## src/rtl/sync_fifo.sv

```systemverilog
// Single-clock FIFO of DEPTH x WIDTH words with registered read data and full/empty flags.
// Latency: a word written at edge N can be read at edge N+1 (data_out updates at the read edge).
// Backpressure: writes while full are dropped unless a read frees a slot in the same cycle;
//               reads while empty are ignored.
//
// Ports:
//   clk       - single clock, rising edge
//   rst_n     - synchronous reset, ACTIVE HIGH (name kept for port compatibility)
//   read      - read request
//   write     - write request, qualifies data_in
//   data_in   - write data
//   data_out  - registered read data, holds last word read
//   full      - DEPTH words stored
//   empty     - no words stored
//   overflow  - (SYNC_FIFO_ERR_FLAGS_EN only) one-cycle pulse after a dropped write
//   underflow - (SYNC_FIFO_ERR_FLAGS_EN only) one-cycle pulse after a read while empty
//
// Optional feature macro: SYNC_FIFO_ERR_FLAGS_EN adds the overflow/underflow outputs.

module sync_fifo #(
  parameter int WIDTH = 8,
  parameter int DEPTH = 64
) (
  input  logic             clk,
  input  logic             rst_n,
  input  logic             read,
  input  logic             write,
  input  logic [WIDTH-1:0] data_in,
  output logic [WIDTH-1:0] data_out,
  output logic             full,
  output logic             empty
`ifdef SYNC_FIFO_ERR_FLAGS_EN
  ,
  output logic             overflow,
  output logic             underflow
`endif
);

  localparam int AW = $clog2(DEPTH);
  localparam logic [AW:0] FULL_CNT = (AW+1)'(DEPTH);

  logic [WIDTH-1:0] mem [DEPTH];
  logic [AW-1:0]    wr_ptr;
  logic [AW-1:0]    rd_ptr;
  logic [AW:0]      count;

  logic rd_en;
  logic wr_en;

  assign full  = (count == FULL_CNT);
  assign empty = (count == '0);

  // A read is accepted whenever data is present. A write is accepted when
  // there is room, or when full but a simultaneous read frees the oldest slot.
  assign rd_en = read && !empty;
  assign wr_en = write && (!full || rd_en);

  // Storage is not reset; stale entries are never visible because reads are
  // gated by count.
  always_ff @(posedge clk) begin
    if (wr_en) begin
      mem[wr_ptr] <= data_in;
    end
  end

  always_ff @(posedge clk) begin
    if (rst_n) begin
      wr_ptr   <= '0;
      rd_ptr   <= '0;
      count    <= '0;
      data_out <= '0;
    end else begin
      if (wr_en) begin
        wr_ptr <= wr_ptr + AW'(1);
      end
      // When full with read+write, wr_ptr == rd_ptr: the nonblocking read
      // below still returns the old word before the slot is overwritten.
      if (rd_en) begin
        data_out <= mem[rd_ptr];
        rd_ptr   <= rd_ptr + AW'(1);
      end
      case ({wr_en, rd_en})
        2'b10:   count <= count + (AW+1)'(1);
        2'b01:   count <= count - (AW+1)'(1);
        default: count <= count;
      endcase
    end
  end

`ifdef SYNC_FIFO_ERR_FLAGS_EN
  always_ff @(posedge clk) begin
    if (rst_n) begin
      overflow  <= 1'b0;
      underflow <= 1'b0;
    end else begin
      overflow  <= write && full && !rd_en;
      underflow <= read && empty;
    end
  end
`endif

endmodule

```

## config.mk

```make
export PLATFORM = sky130hd
export DESIGN_NAME = sync_fifo
export DESIGN_NICKNAME = d
export VERILOG_FILES = /design/src/rtl/sync_fifo.sv
export SDC_FILE = /design/constraint.sdc
export NUM_CORES = 1
export LEC_CHECK = 0
export CAP_MARGIN = 20
export CELL_PAD_IN_SITES_DETAIL_PLACEMENT = 0
export CELL_PAD_IN_SITES_GLOBAL_PLACEMENT = 1
export CORE_UTILIZATION = 55
export CTS_CLUSTER_DIAMETER = 30
export DETAILED_ROUTE_END_ITERATION = 7
export PLACE_DENSITY_LB_ADDON = 0.1
export SLEW_MARGIN = 15
export SYNTH_ARGS = -nofsm -noshare
export SYNTH_HDL_FRONTEND = slang
export SYNTH_SLANG_ARGS = --single-unit
```

## constraint.sdc

```tcl
create_clock -name clk -period 3.95 [get_ports clk]
set_clock_uncertainty 0.05 [all_clocks]
set_input_delay 0.9875 -clock clk [delete_from_list [all_inputs] [get_ports clk]]
set_output_delay 0.9875 -clock clk [all_outputs]
set_load 0.02 [all_outputs]
```

==> results of run 1 <==
==> power breakdown <==
part	internal, mW	switching (mW)	total [mW]
Clock	5.16	2.99	8.15
Sequential	6.37	0.174	6.54
Combinational	1.02	1.15	2.17
==> state kept, by name (all words and copies together) (netlist names) <==
name      flops
rd_ptr        6
wr_ptr        6
data_out      8
count         7
mem         512
==> worst max-delay path, delay by kind of cell (launching register included) <==
| family | cells | cell delay, ns |
|---|---|---|
| flops | 1 | 0.35 |
| simple gates | 2 | 0.65 |
| buf+inv | 2 | 0.69 |
==> cells in the final DEF, fill, tap and decap left out, types with 21 or more instances in the layout <==
cell,n
edfxtp_1,512
mux4_2,102
clkbuf_16,101
nor2_1,91
mux2i_1,77
buf_4,51
nand2_1,32
dfxtp_1,24
clkinvlp_4,21
==> final timing paths <==
check,from,end,slack (ns),cells after the start
worst max-delay path,count[5],full,0.60,4
worst min-delay path,data_out[7],data_out[7],0.47,2
worst max register to register,count[5],count[6],1.13,11
worst min register to register,data_out[7],data_out[7],0.47,2
==> stage by stage <==
| step | power, mW | instances | cell area (um^2) | worst slack [ns] | utilization (%) |
|---|---|---|---|---|---|
| 4_1_cts | 17.0 | 1827 | 25600 | 0.567 | 67.5 |
| 2_1_floorplan | 8.13 | 1110 | 21300 | 0.889 | - |
| 3_3_place_gp | 8.82 | 1639 | 22300 | 0.212 | 58.7 |
| 6_report | 16.9 | 1827 | 25600 | 0.604 | 67.5 |
| 5_1_grt | 17.4 | 1827 | 25600 | 0.535 | 67.5 |
| 3_5_place_dp | 8.83 | 1639 | 22300 | 0.162 | 58.7 |
==> final cells by class <==
| cell class | instances | area, um^2 | share of cell area (%) |
|---|---|---|---|
| Sequential cell | 539 | 15900 | 62.2 |
| Multi-Input combinational cell | 502 | 5030 | 19.7 |
| Clock buffer | 108 | 2550 | 9.98 |
| Clock inverter | 80 | 763 | 2.98 |
| Tap cell | 511 | 639 | 2.50 |
| Timing Repair Buffer | 76 | 633 | 2.47 |
| Inverter | 11 | 41.3 | 0.161 |
==> per-layer routing <==
metal | vias to the layer above | wire length, um
met5 | - | 0
li1 | 4809 | -
met2 | 348 | 22200
met4 | 0 | 914
met1 | 5631 | 21000
met3 | 68 | 3070
==> cell families (layout without fill, tap and decap cells) <==
logic type | after synthesis | in the layout | synth area share, %
xor gates and xnor gates | 12 | 12 | 0.492
buffers and inverters | 69 | 275 | 1.85
AOI/OAI and AO/OA | 109 | 109 | 3.78
and+or+nand+nor | 186 | 186 | 4.00
muxes | 187 | 187 | 14.8
adders and majority gates | 8 | 8 | 0.504
DFF | 539 | 539 | 74.6
==> results.sh, run 1 <==
export IMPL_power_leakage_nw=8.19
export IMPL_via_count=10900
export IMPL_yosysTopAreaCellShare_pct=72.0
export IMPL_max_slew_margin_rel_pct=30.7
export IMPL_cts_resized=0
export IMPL_min_period_ns=3.35
export IMPL_crit_fanout=4
export IMPL_synthesis_area_um2=21300
export IMPL_setup_viol=0
export IMPL_syn_inst=1110
export IMPL_drt_wl_total_um=47200
export IMPL_clkLatencyLatePin_ns=0.62
export IMPL_hold_viol_final=0
export IMPL_vdd_ir_drop_worst_v=0.000448
export IMPL_grtUsageMet2_pct=38.2
export IMPL_power_density_nw_per_um2=659
export IMPL_drc=0
export IMPL_grt_overflow_total=0
export IMPL_cts_tree="yes"
export IMPL_die_h_um=199
export IMPL_crit_required_ns=2.91
export IMPL_numCtsBuffers=99
export IMPL_post_route_period_util_pct=84.7
export IMPL_drt_iter0_markers=801
export IMPL_post_dp_hpwl_um=29200
export IMPL_end_kind="output pin"
export IMPL_cap_violations=0
export IMPL_synth_nets=1130
export IMPL_initial_core_util_pct=56.3
export IMPL_crit_arrival_ns=2.31
export IMPL_use_met1_pct=37.0
export IMPL_cts_hold_buf=0
export IMPL_max_freq_mhz=299
export IMPL_coreArea_um2=37900
export IMPL_antenna_found_initial=0
export IMPL_drive_gt1_share_pct=27.7
export IMPL_synth_edf_count=512
export IMPL_synth_seq_area_share_pct=74.6
export IMPL_status="completed"
export IMPL_synthArstFlopShare_pct=0
export IMPL_worstPathCellList="nor4_2 > nand3_1 > inv_1 > clkdlybuf4s50_1"
export IMPL_synth_area_leaders="edfxtp_1 (72%), mux4_2 (11%), mux2i_1 (3.6%), dfxtp_1 (2.5%), nor2_1 (1.6%)"
export IMPL_fillers=2546
export IMPL_postCtsSetupRepairBufs=0
export IMPL_rsz0062_at_grt="no"
export IMPL_yosys_area_top_type="edfxtp_1"
export IMPL_numClockSinks=539
export IMPL_area_growth_pct=19.9
export IMPL_path_class="reg2out"
export IMPL_tightest_slew_ns=1.04
export IMPL_critPathSlowestCell="clkdlybuf4s50_1"
export IMPL_clk_path_buf_depth=3
export IMPL_die_x_um=199
export IMPL_nets=1249
export IMPL_ios=22
export IMPL_cts_root_buf="clkbuf_16"
export IMPL_globalplace_congestion=0.794
export IMPL_h_tree_depth=3
export IMPL_grt_usage_pct=25.2
export IMPL_yosys_top_cells_count="edfxtp_1 (512), mux4_2 (102), nor2_1 (91)"
export IMPL_hp_class="reg2reg"
export IMPL_wire_per_inst_um=25.8
export IMPL_grt_use_met3_pct=4.97
export IMPL_synthFlopType="edfxtp_1"
export IMPL_grt_pass1_vias=11100
export IMPL_max_stage_delay_ns=0.60
export IMPL_grt_start_max_net_pins=79
export IMPL_yosys_warnings=0
export IMPL_io_buffers=21
export IMPL_postRouteAntennaNets=0
export IMPL_setup_tns_ns=0
export IMPL_drv_slew=0
export IMPL_drtPass1Iterations=5
export IMPL_synth_seq_cells=539
export IMPL_critPathLaunchType="flip-flop"
export IMPL_path_clk_slew_ns=0.05
export IMPL_fin_hold_ws_ns=0.471
export IMPL_synth_distinct_cells=59
export IMPL_antenna_cells=0
export IMPL_rows=71
export IMPL_busiest_layer="met2"
export IMPL_avgSynthCellArea_um2=19.2
export IMPL_synth_most_common_cell="edfxtp_1"
export IMPL_viasPerCell=5.94
export IMPL_die_area_um2=39600
export IMPL_grt_pass1_wl_um=70600
No activity file was read; power rests on OpenSTA's default activity.
==> run 2: changes to the inputs <==
==> constraint.sdc (replaced) <==
create_clock -name clk -period 3.2 [get_ports clk]
set_clock_uncertainty 0.05 [all_clocks]
set_input_delay 0.8 -clock clk [delete_from_list [all_inputs] [get_ports clk]]
set_output_delay 0.8 -clock clk [all_outputs]
set_load 0.02 [all_outputs]
==> run 2 against run 1 <==
Combinational power is 29% higher. Count of clock-buffer cells in the layout is 8 higher. Total power is 32% higher. Worst hold slack better by 0.0094 ns. Global-route usage increased by 0.34 points. Design area grew 2.4%. Register-to-register slack worse by 0.60 ns. First-iteration DRC count increased by 21%. Largest cell class unchanged. Critical path depth did not move. Critical endpoint is now empty. Sequential power increased by 24%. Largest power group unchanged. Setup slack got worse by 0.48 ns. Non-clock buffer count rose by 17.
==> results.sh, run 2 (synthesis gave the netlist of run 1 again) <==
export IMPL_grt_pass1_vias=11300
export IMPL_drive_gt1_share_pct=28.5
export IMPL_fin_hold_ws_ns=0.480
export IMPL_h_tree_depth=3
export IMPL_power_frac_seq_pct=36.5
export IMPL_crit_required_ns=2.35
export IMPL_largest_register_ffs=512
export IMPL_numCtsBuffers=102
export IMPL_rows=71
export IMPL_multi_input_area_um2=5040
export IMPL_postRouteAntennaNets=0
export IMPL_clk_path_buf_depth=3
export IMPL_grt_pass1_wl_um=71200
export IMPL_globalplace_congestion=0.898
export IMPL_coreArea_um2=37900
export IMPL_post_route_period_util_pct=96.0
export IMPL_hold_start="count[5]"
export IMPL_setup_viol=0
export IMPL_largestRegisters="mem (512), data_out (8), count (7)"
export IMPL_die_area_um2=39600
export IMPL_worstHoldEndpoint="count[5]"
export IMPL_layout_cell_area_non_filler_um2=26200
export IMPL_hold_path_cell_count=2
export IMPL_grt_overflow_total=0
export IMPL_antenna_found_initial=0
export IMPL_clkLatencyLatePin_ns=0.63
export IMPL_wire_per_inst_um=26.0
export IMPL_switching_share_pct=24.5
export IMPL_critPathSlowestCell="clkdlybuf4s50_1"
export IMPL_critPathLaunchType="flip-flop"
export IMPL_final_cell_mix="edfxtp_1 (512), mux4_2 (102), clkbuf_16 (102), nor2_1 (91), mux2i_1 (77)"
export IMPL_drv_slew=0
export IMPL_clockPowerShare_pct=50.9
export IMPL_hold_viol_final=0
export IMPL_crit_arrival_ns=2.22
export IMPL_drc=0
export IMPL_dp_cells=1656
export IMPL_final_common_cell="edfxtp_1"
export IMPL_timing_rr_end="data_out[1]"
export IMPL_tightest_slew_ns=0.892
export IMPL_post_dp_hpwl_um=30500
export IMPL_die_x_um=199
export IMPL_max_stage_delay_ns=0.61
export IMPL_r2r_start="rd_ptr[0]"
export IMPL_path_clk_slew_ns=0.04
export IMPL_drt_iter0_markers=972
export IMPL_rsz0062_at_grt="no"
export IMPL_p_int_mw=16.7
export IMPL_status="completed"
export IMPL_cap_violations=0
export IMPL_dp_slack_ns=-0.109
export IMPL_fillers=2399
export IMPL_crit_fanout=4
export IMPL_die_h_um=199
export IMPL_postCtsSetupRepairBufs=0
export IMPL_numClockSinks=539
export IMPL_setup_tns_ns=0
export IMPL_cts_root_buf="clkbuf_16"
export IMPL_r2r_cells=7
export IMPL_place_area_um2=22500
export IMPL_area_growth_pct=22.8
export IMPL_viasPerCell=5.91
export IMPL_setup_slack_ns=0.128
export IMPL_nets=1269
export IMPL_final_cells=1850
export IMPL_worstPathCellList="nor4_4 > nand2_1 > nor2_1 > clkdlybuf4s50_1"
export IMPL_initial_core_util_pct=56.3
export IMPL_path_class="reg2out"
export IMPL_combPwrFrac_pct=12.7
export IMPL_min_period_ns=3.07
export IMPL_rrSetupSlack_ns=0.53
export IMPL_end_kind="output pin"
export IMPL_drtPass1Iterations=5
export IMPL_seqCellArea_um2=15900
export IMPL_via_count=10900
export IMPL_total_power_mw=22.2
export IMPL_grt_usage_pct=25.5
export IMPL_antenna_cells=0
export IMPL_power_leakage_nw=8.50
export IMPL_vdd_ir_drop_worst_v=0.000551
export IMPL_io_buffers=21
export IMPL_ios=22
export IMPL_top_register="mem"
export IMPL_cts_tree="yes"
export IMPL_max_freq_mhz=326
export IMPL_power_density_nw_per_um2=846
export IMPL_grt_start_max_net_pins=65
export IMPL_hp_class="reg2reg"
export IMPL_drt_wl_total_um=48100
export IMPL_final_core_util_pct=69.1
export IMPL_switchingPower_mw=5.43
export IMPL_max_slew_margin_rel_pct=40.3
export IMPL_cts_hold_buf=0
[run 2: cell count changes in the layout (fill, tap and decap cells not counted), moves of 3 or more]
cell	change
buf_12	+6
bufinv_16	+13
clkbuf_1	+5
inv_8	-3
clkinv_2	-6
buf_4	+11
clkinvlp_4	-7
[run 2: cell type report]
cell class                 count  share of cell area [%]
clock buffer                 116                    10.0
multi-input combinational    502                    19.2
tap                          511                    2.44
sequential                   539                    60.8
inverter                      11                   0.158
clock inverter                78                    4.18
timing repair buffer          93                    3.19
[run 2: critical path: cells and delay by family, from the launching register on]
family	cells	cell delay (ns)
DFF	1	0.35
and+or+nand+nor	3	0.65
buffers and inverters	1	0.61
[run 2: worst max-delay path by stage]
stage	from	end	slack (ns)	cells past startpoint
6_report	count[5]	empty	0.13	4
4_1_cts	count[5]	empty	0.08	4
3_3_place_gp	read	mem[34][6]	-0.06	7
5_1_grt	count[5]	empty	0.02	4
3_5_place_dp	read	mem[16][3]	-0.11	7
2_1_floorplan	read	count[6]	0.33	11
[run 2: routing by layer]
layer | vias up | GRT usage, % | routed length [um]
met1 | 5670 | 37.2 | 21300
met2 | 368 | 39.3 | 22900
li1 | 4834 | - | -
met5 | - | 0 | 0
met4 | 0 | 8.01 | 986
met3 | 65 | 4.76 | 2860
[run 2: power groups by stage]
stage / logic [mW] / clock network (mW) / registers (mW)
6_report: 2.81 / 11.3 / 8.08
4_1_cts: 2.84 / 11.4 / 8.08
3_5_place_dp: 2.80 / 0 / 8.21
2_1_floorplan: 1.91 / 0 / 8.12
5_1_grt: 3.01 / 11.7 / 8.09
3_3_place_gp: 2.79 / 0 / 8.21
[run 2: timing repair]
| action | 4_1_cts | 5_1_grt |
|---|---|---|
| setup endpoints to repair | 1 | 0 |
| resized for setup | 1 | 0 |
| hold endpoints to repair | 0 | 0 |
